--- src/rtl/uart_tx_port_if.sv ---
// IO-bus view of the UART transmit port: controller strobes and data in,
// status readback and the serial line out.
interface uart_tx_port_if;
  logic        txwrite;
  logic        txread;
  logic        txcs;
  logic [1:0]  txaddr;
  logic [7:0]  txwdata;
  logic [15:0] txrdata;
  logic        tx;

  modport master (
    output txwrite,
    output txread,
    output txcs,
    output txaddr,
    output txwdata,
    input  txrdata,
    input  tx
  );

  modport slave (
    input  txwrite,
    input  txread,
    input  txcs,
    input  txaddr,
    input  txwdata,
    output txrdata,
    output tx
  );
endinterface

--- src/rtl/uart_tx_port.sv ---
// Memory-mapped 8N1 UART transmitter: byte FIFO fed by IO writes, baud-rate
// FSM serialising onto tx, registered status readback.
module uart_tx_port #(
  parameter int unsigned CLK_HZ     = 23_000_000,
  parameter int unsigned BAUD       = 115200,
  parameter int unsigned DEPTH_LOG2 = 3
) (
  input  logic           clock,
  input  logic           reset,
  uart_tx_port_if.slave  bus
);

  localparam int unsigned DIV   = CLK_HZ / BAUD;
  localparam int unsigned DEPTH = 1 << DEPTH_LOG2;
  localparam int unsigned BCW   = (DIV > 1) ? $clog2(DIV) : 1;
  localparam int unsigned CW    = DEPTH_LOG2 + 1;

  localparam logic [BCW-1:0] BAUD_MAX  = BCW'(DIV - 1);
  localparam logic [CW-1:0]  DEPTH_CNT = CW'(DEPTH);

  typedef enum logic [1:0] {StIdle, StStart, StData, StStop} state_e;

  state_e                r_state;
  logic [7:0]            r_mem [DEPTH];
  logic [DEPTH_LOG2-1:0] r_wptr;
  logic [DEPTH_LOG2-1:0] r_rptr;
  logic [CW-1:0]         r_count;
  logic                  r_overflow;
  logic [7:0]            r_shift;
  logic [2:0]            r_bitcnt;
  logic [BCW-1:0]        r_baud;
  logic                  r_tx;
  logic [15:0]           r_rdata;

  state_e                w_state_d;
  logic [7:0]            w_shift_d;
  logic [2:0]            w_bitcnt_d;
  logic [BCW-1:0]        w_baud_d;
  logic                  w_tx_d;
  logic                  w_busy;
  logic                  w_pop;
  logic                  w_push_req;
  logic                  w_push;
  logic                  w_read;
  logic                  w_full;
  logic                  w_empty;
  logic                  w_wrap;
  logic [3:0]            w_count4;
  logic [15:0]           w_status;

  assign w_empty    = (r_count == '0);
  assign w_full     = (r_count == DEPTH_CNT);
  assign w_push_req = bus.txcs & bus.txwrite & (bus.txaddr == 2'b00);
  // Fullness is judged before any same-cycle pop, so a full FIFO always drops.
  assign w_push     = w_push_req & ~w_full;
  assign w_read     = bus.txcs & bus.txread & (bus.txaddr == 2'b00);
  assign w_wrap     = (r_baud == BAUD_MAX);
  assign w_count4   = 4'(r_count);
  assign w_status   = {8'h00, w_count4, r_overflow, w_busy, w_full, w_empty};

  // State register and datapath registers.
  always_ff @(posedge clock or posedge reset) begin
    if (reset) begin
      r_state    <= StIdle;
      r_wptr     <= '0;
      r_rptr     <= '0;
      r_count    <= '0;
      r_overflow <= 1'b0;
      r_shift    <= '0;
      r_bitcnt   <= '0;
      r_baud     <= '0;
      r_tx       <= 1'b1;
      r_rdata    <= '0;
    end else begin
      r_state  <= w_state_d;
      r_shift  <= w_shift_d;
      r_bitcnt <= w_bitcnt_d;
      r_baud   <= w_baud_d;
      r_tx     <= w_tx_d;
      r_rdata  <= w_read ? w_status : 16'h0000;
      if (w_push) r_wptr <= r_wptr + DEPTH_LOG2'(1);
      if (w_pop)  r_rptr <= r_rptr + DEPTH_LOG2'(1);
      case ({w_push, w_pop})
        2'b10:   r_count <= r_count + CW'(1);
        2'b01:   r_count <= r_count - CW'(1);
        default: r_count <= r_count;
      endcase
      // A dropped write in the same cycle as a status read keeps the flag set.
      if (w_push_req && w_full) r_overflow <= 1'b1;
      else if (w_read)          r_overflow <= 1'b0;
    end
  end

  // Storage is not reset; the pointers alone define valid contents.
  always_ff @(posedge clock) begin
    if (w_push) r_mem[r_wptr] <= bus.txwdata;
  end

  // Next-state logic.
  always_comb begin
    w_state_d  = r_state;
    w_shift_d  = r_shift;
    w_bitcnt_d = r_bitcnt;
    w_baud_d   = r_baud;
    w_pop      = 1'b0;
    case (r_state)
      StIdle: begin
        if (!w_empty) begin
          w_pop      = 1'b1;
          w_shift_d  = r_mem[r_rptr];
          w_bitcnt_d = '0;
          w_baud_d   = '0;
          w_state_d  = StStart;
        end
      end
      StStart: begin
        w_baud_d = w_wrap ? '0 : r_baud + BCW'(1);
        if (w_wrap) w_state_d = StData;
      end
      StData: begin
        w_baud_d = w_wrap ? '0 : r_baud + BCW'(1);
        if (w_wrap) begin
          w_shift_d  = {1'b0, r_shift[7:1]};
          w_bitcnt_d = r_bitcnt + 3'd1;
          if (r_bitcnt == 3'd7) w_state_d = StStop;
        end
      end
      StStop: begin
        w_baud_d = w_wrap ? '0 : r_baud + BCW'(1);
        if (w_wrap) w_state_d = StIdle;
      end
      default: w_state_d = StIdle;
    endcase
  end

  // Output logic: line level is computed from the next state and registered.
  always_comb begin
    w_busy = (r_state != StIdle);
    case (w_state_d)
      StStart: w_tx_d = 1'b0;
      StData:  w_tx_d = w_shift_d[0];
      default: w_tx_d = 1'b1;
    endcase
  end

  assign bus.tx      = r_tx;
  assign bus.txrdata = r_rdata;

endmodule

--- src/flat_wrapper.sv ---
// flat-port wrapper written by rule: the top's interface ports become plain ports
module uart_tx_port_flat 
#(
  parameter int unsigned CLK_HZ     = 23_000_000,
  parameter int unsigned BAUD       = 115200,
  parameter int unsigned DEPTH_LOG2 = 3
)
  (clock, reset, bus_txwrite, bus_txread, bus_txcs, bus_txaddr, bus_txwdata, bus_txrdata, bus_tx);
  uart_tx_port_if bus_i ();
  input  logic clock;
  input  logic reset;
  input wire logic [$bits(bus_i.txwrite)-1:0] bus_txwrite;
  input wire logic [$bits(bus_i.txread)-1:0] bus_txread;
  input wire logic [$bits(bus_i.txcs)-1:0] bus_txcs;
  input wire logic [$bits(bus_i.txaddr)-1:0] bus_txaddr;
  input wire logic [$bits(bus_i.txwdata)-1:0] bus_txwdata;
  output wire logic [$bits(bus_i.txrdata)-1:0] bus_txrdata;
  output wire logic [$bits(bus_i.tx)-1:0] bus_tx;
  assign bus_i.txwrite = bus_txwrite;
  assign bus_i.txread = bus_txread;
  assign bus_i.txcs = bus_txcs;
  assign bus_i.txaddr = bus_txaddr;
  assign bus_i.txwdata = bus_txwdata;
  assign bus_txrdata = bus_i.txrdata;
  assign bus_tx = bus_i.tx;
  uart_tx_port #(.CLK_HZ(CLK_HZ), .BAUD(BAUD), .DEPTH_LOG2(DEPTH_LOG2)) u_core (.clock(clock), .reset(reset), .bus(bus_i));
endmodule
--- config.mk ---
export PLATFORM = sky130hd
export DESIGN_NAME = uart_tx_port_flat
export DESIGN_NICKNAME = d
export VERILOG_FILES = /design/src/rtl/uart_tx_port_if.sv /design/src/rtl/uart_tx_port.sv /design/src/flat_wrapper.sv
export SDC_FILE = /design/constraint.sdc
export NUM_CORES = 1
export LEC_CHECK = 0
export ABC_AREA = 1
export BUFFER_PORTS_ARGS = -buffer_cell sky130_fd_sc_hd__buf_4
export CAP_MARGIN = 20
export CORE_MARGIN = 2
export CORE_UTILIZATION = 45
export CTS_CLUSTER_DIAMETER = 40
export CTS_CLUSTER_SIZE = 12
export DETAILED_ROUTE_END_ITERATION = 16
export PLACE_DENSITY_LB_ADDON = 0.25
export REMOVE_ABC_BUFFERS = 1
export SLEW_MARGIN = 20
export SYNTH_ARGS = -nofsm -noshare
export SYNTH_HDL_FRONTEND = slang
export SYNTH_SLANG_ARGS = --single-unit
--- constraint.sdc ---
create_clock -name clock -period 5.3 [get_ports clock]
set_clock_uncertainty 0.05 [all_clocks]
set_input_delay 0.265 -clock clock [delete_from_list [all_inputs] [get_ports clock]]
set_output_delay 0.265 -clock clock [all_outputs]
set_load 0.02 [all_outputs]
Word-level counts from Yosys, hierarchy flattened
Memory sizes are Yosys's and may differ from the RTL's.
Cells that the tools add are included.
- $add $sub $neg: 6
- equality and inequality tests: 12
- multiplexer cells: 24
- bitwise operators: 6
- reduce and logical (&&, ||, !) cells: 10
- operators with widths (kind ; number):
    $mux W8 ; 5
    $pmux W8 S2 ; 2
    $mux W2 ; 5
    $add A3 B1 Y3 const B ; 3
    $add A8 B1 Y8 const B ; 1
    $eq A2 B2 Y1 const B ; 4
    $eq A8 B8 Y1 const B ; 1
    $pmux W2 S4 ; 1
    $pmux W4 S2 ; 1
    $reduce_bool A2 Y1 ; 4
    $eq A2 B1 Y1 const B ; 3
    $mux W1 ; 6
    $mux W3 ; 2
    $pmux W3 S2 ; 1
    $and A1 B1 Y1 ; 5
    $add A4 B1 Y4 const B ; 1
    $eq A4 B4 Y1 const B ; 1
    $logic_not A2 Y1 ; 2
    $logic_not A4 Y1 ; 1
    $sub A4 B1 Y4 const B ; 1
    $eq A3 B3 Y1 const B ; 1
    $reduce_and A3 Y1 ; 1
    $reduce_or A3 Y1 ; 1
    $ne A2 B1 Y1 const B ; 1
    other kinds (4) ; 4
- bits in registers: 49
- memory bits (writable): 64
- bits of input ports: 15
- output and inout port bits: 17
- logic and storage cells: 70
- memories: 1
- memories (memory ; depth ; bits a word ; rd ports ; clocked after Yosys merged registers in ; write ports ; RTL line ; text):
    u_core.r_mem ; 8 ; 8 ; 1 ; 0 ; 1 ; uart_tx_port.sv:24 ; logic [7:0] r_mem [DEPTH];

Logic depth before layout (Yosys ltp)
- depth in word-level cells: 6
- mapped depth: 15
- depth with buffers taken out: 14

Least setup slack after synthesis
Ideal clock, no wire load.
- kind: reg2reg
- start: register u_core.r_count[0]
- end: register u_core.r_count[2]
- library setup time: 0.082 ns
- data arrival time: 1.984 ns
- required time: 5.168 ns
- setup slack: 3.184 ns
- cell stages (with the launch flop): 14
- path buffers: 1
- period minus slack after synthesis: 2.116 ns
- cell sequence: dfrtp_1 > nor2_1 > nand2_1 > nand2_4 > inv_2 > buf_4 > ha_1 > nand2_1 > inv_1 > nor2_1 > ha_1 > a21oi_1 > or2_2 > a31oi_1
- word-level cells in the longest chain between the ends: 5
- elaborated cells between the ends (all ways): 12
- classes of those cells: 2 x add/sub; 3 x eq/ne; 3 x mux; 2 x bitwise; 2 x reduce/logical
- ends and longest elaborated chain (what ; RTL line ; text):
    start: declaration ; uart_tx_port.sv:27 ; logic [CW-1:0] r_count;
    start signal: assignment ; uart_tx_port.sv:84 ; 2'b10: r_count <= r_count + CW'(1);
    start signal: assignment ; uart_tx_port.sv:85 ; 2'b01: r_count <= r_count - CW'(1);
    start signal: assignment ; uart_tx_port.sv:86 ; default: r_count <= r_count;
    $logic_not A4 Y1 (*) ; uart_tx_port.sv:51 ; assign w_empty = (r_count == '0);
    $mux W1 (*) ; uart_tx_port.sv:108 ; if (!w_empty) begin
    $mux W1 (*) ; uart_tx_port.sv:106 ; case (r_state)
    net u_core.w_pop ; uart_tx_port.sv:41 ; logic w_pop;
    $eq A2 B1 Y1 or $eq A2 B2 Y1 (tied branches) ; uart_tx_port.sv:83 ; case ({w_push, w_pop})
    $pmux W4 S2 or $reduce_bool A2 Y1 (tied branches) ; -- ;
Mark *: on every way through the listed nets, which the timed path passes. The rest lies on a longest branch.
A chain may end at the register's enable or synchronous reset.

Worst setup path in the final report
- start: register u_core.r_count[0]
- end: register u_core.r_count[2]
- word-level cells in the longest chain between the ends: 5
- elaborated cells between the ends (all ways): 12
- classes of those cells: 2 x add/sub; 3 x eq/ne; 3 x mux; 2 x bitwise; 2 x reduce/logical
- ends and longest elaborated chain (what ; RTL line):
    $logic_not A4 Y1 or $eq A4 B4 Y1 (tied branches) ; uart_tx_port.sv:51, uart_tx_port.sv:52
    $mux W1 or $not A1 Y1 (tied branches) ; uart_tx_port.sv:108, uart_tx_port.sv:55
    $mux W1 or $and A1 B1 Y1 (tied branches) ; uart_tx_port.sv:106, uart_tx_port.sv:55
    $eq A2 B1 Y1 or $eq A2 B2 Y1 (tied branches) ; uart_tx_port.sv:83
    $pmux W4 S2 or $reduce_bool A2 Y1 (tied branches) ; --
Parallel ways exist; a longest one is shown, timed or not.

==> reports/summary.txt <==
Gate Count Post-Synth -> 425
All-Layer GR Usage -> 17.0%
core area -> 0.00982 mm²
PnR worst setup slack -> 2.93 ns
CTS H-tree lvls -> 3
Internal Power -> 1.14 mW
Pwr Density -> 308 mW/mm²
Finished Layout Cells -> 588
Tightest Pin Transition -> 0.939 ns
Slew Limit Headroom -> 37.2%
Die Footprint -> 0.0110 mm²
met3 GRT Util -> 3.93%
most common cell in the netlist -> nor2_1
DIE HEIGHT -> 105 µm
I/O Buffers -> 23
met1 GRT Util -> 21.9%
die width -> 105 µm
GP Congestion -> 0.763
slowest CP cell -> dfrtp_1
period utilisation layout -> 44.6%
final setup violation count -> 0
outcome -> finished clean
switch share -> 26.4%
number of synthesized flops with an enable pin -> 64
Initial Util -> 46.5%
n_diodes -> 0
Max Cap Violations -> 0
initial antenna violation count -> 0
CTS buffer count -> 9
clock power share -> 30.3%
GR met2 Demand/Resource -> 28.2%
net switching power -> 408 µW
final instance area -> 0.00502 mm²
P_leak -> 2.05 nW
WL final -> 8530 µm
Seq/Total Area, Yosys -> 64.5%
cell family with most CP delay -> simple AND/OR/NAND/NOR gates
Critical Path Sink Type -> register
dpl hpwl -> 5600 µm
critical path, cell by cell -> nor2_1 > nand2_1 > nand2_4 > inv_2 > ha_1 > nand2_1 > inv_1 > nor2_1 > ha_1 > a21oi_1 > or2_2 > a31oi_1
number of nets in the layout -> 474
Synth top cells by count -> nor2_1 (67), edfxtp_1 (64), nand2_1 (62), dfrtp_1 (40), inv_1 (32)
synthesized area -> 0.00457 mm²
Primary FF master, synth -> edfxtp_1
TritonCTS clock tree -> yes
dominant cell type by area after synthesis -> edfxtp_1
WP data arrival -> 2.60 ns
Yosys reg bits -> 105
total number of vias -> 2955
fin crit period -> 2.37 ns
clk buf depth -> 2
CTS sink cnt -> 105
Yosys warning total -> 0
share of layout cells above drive strength 1 -> 13.4%
Reg clk slew, reported paths -> 0.10 ns
maximum clock rate -> 423 MHz
via count of the first global-routing pass -> 2907
asr flop ratio synth -> 39.0%
row count -> 36
crit path kind -> reg2reg
RSZ-0062 raised after global routing -> false
Post-Syn Area per Cell -> 10.8 µm²
worst hold-check path type -> in2reg
CP bufs+invs -> 2
combinational power share -> 9.0%
Iter 0 DRT Violations -> 224
area share of the largest cell type after synthesis -> 42.1%
Seq pwr share -> 60.7%
grt total ovfl -> 0
top post-synthesis cells by area -> edfxtp_1 (42%), dfrtp_1 (22%), nor2_1 (5.5%), nand2_1 (5.1%), nand3_1 (3.1%)
Top Usage Layer GRT -> met2
Area growth syn-to-layout -> 9.97%
distinct cell type count after synthesis -> 36
Fin Setup TNS -> 0 ns
Final Max Tran Viols -> 0
via/cell ratio -> 5.03
Remaining DRCs -> 0
drt first pass iters -> 4
CP max FO -> 13
largest net degree at the start of global routing -> 42
Final Hold Vio Count -> 0
postcts setup bufs -> 0
Root Buffer -> clkbuf_8
antenna-violating nets left -> 0
CP required -> 5.53 ns
Clock Latency Late Sink -> 0.36 ns
slowest stage delay, CP -> 0.45 ns
pre-CTS setup slack -> 2.95 ns
placed insts -> 571
critical path startpoint category -> register
Max VDD drop -> 0.170 mV
first-pass GRT wire length -> 14400 µm
placed instance area -> 0.00483 mm²
Routed WL per cell -> 14.5 µm
io pins -> 32
cells in the final DEF (no fill, tap or decap), types with 10 or more instances in the layout:
| master | n |
|---|---|
| nand2_1 | 62 |
| xor2_1 | 10 |
| buf_4 | 25 |
| o21ai_1 | 17 |
| nand3_1 | 28 |
| nor2_1 | 67 |
| o211ai_1 | 11 |
| dfrtp_1 | 40 |
| edfxtp_1 | 64 |
| inv_1 | 32 |
| o21ai_0 | 23 |
kinds of logic (layout without fill, tap and decap cells):
| kind of cell | after synthesis | count (layout) | share of synthesized area (%) |
|---|---|---|---|
| adder cells (fa/ha/maj) | 9 | 9 | 2.46 |
| buffers and inverters | 60 | 83 | 5.97 |
| AND/OR/NAND/NOR | 173 | 173 | 16.3 |
| AO/OA/AOI/OAI | 65 | 65 | 8.35 |
| other | 1 | 8 | 0.0821 |
| flip-flops | 105 | 105 | 64.5 |
| XOR/XNOR | 12 | 12 | 2.30 |
repair_timing:
action,CTS,global route
hold buffers,1,0
resized for setup,0,0
hold endpoints to repair,40,0
power by group through the flow:
stage / Sequential (mW) / Combinational (mW) / Clock, mW
after floorplan: 0.950 / 0.0964 / 0
after global placement: 0.952 / 0.135 / 0
after detailed placement: 0.955 / 0.139 / 0
after CTS: 0.937 / 0.141 / 0.484
after global routing: 0.943 / 0.158 / 0.512
final: 0.938 / 0.139 / 0.469
sequential cells by signal, summed over array words and instances (netlist names):
signal and flops:
u_core.bus.tx 1, u_core.r_state 2, u_core.bus.txrdata 8, u_core.r_shift 8, u_core.r_rptr 3, u_core.r_wptr 3, u_core.r_bitcnt 3, u_core.r_mem 64
u_core.r_overflow 1, u_core.r_baud 8, u_core.r_count 4
through the flow:
step	hold slack [ns]	power, mW	utilization (%)
2_1_floorplan	0.314	1.05	-
3_3_place_gp	0.381	1.09	49.2
3_5_place_dp	0.391	1.09	49.2
4_1_cts	0.0513	1.56	51.2
5_1_grt	0.0506	1.61	51.2
6_report	0.0746	1.55	51.2
metal layers:
layer / vias to the layer above / wire [µm]
li1: 1470 / -
met1: 1416 / 3840
met2: 65 / 4220
met3: 4 / 385
met4: 0 / 71
met5: - / 0
layout make-up:
class,instances,area (µm²)
sequential,105,2950
clock inverter,7,60.1
multi-input combinational,267,1370
clock buffer,9,124
tap,133,166
timing repair buffer,26,198
inverter,41,154
fill,905,4790
path summary, 6_finish.rpt:
path | start | to | slack (ns) | depth (start not counted)
max | u_core.r_count[0]$_DFFE_PP0P_ | u_core.r_count[2]$_DFFE_PP0P_ | 2.93 | 12
min | bus_txwdata[2] | u_core.r_mem[3][2]$_DFFE_PP_ | 0.07 | 1
max reg2reg | u_core.r_count[0]$_DFFE_PP0P_ | u_core.r_count[2]$_DFFE_PP0P_ | 2.93 | 12
min reg2reg | u_core.r_bitcnt[0]$_DFFE_PP0P_ | u_core.r_bitcnt[0]$_DFFE_PP0P_ | 0.44 | 1
max in group asynchronous | reset | u_core.bus.tx$_DFF_PP1_ | 4.30 | 4
min in group asynchronous | reset | u_core.r_baud[1]$_DFFE_PP0P_ | 0.53 | 4
Power figures use the tool's default switching activity.
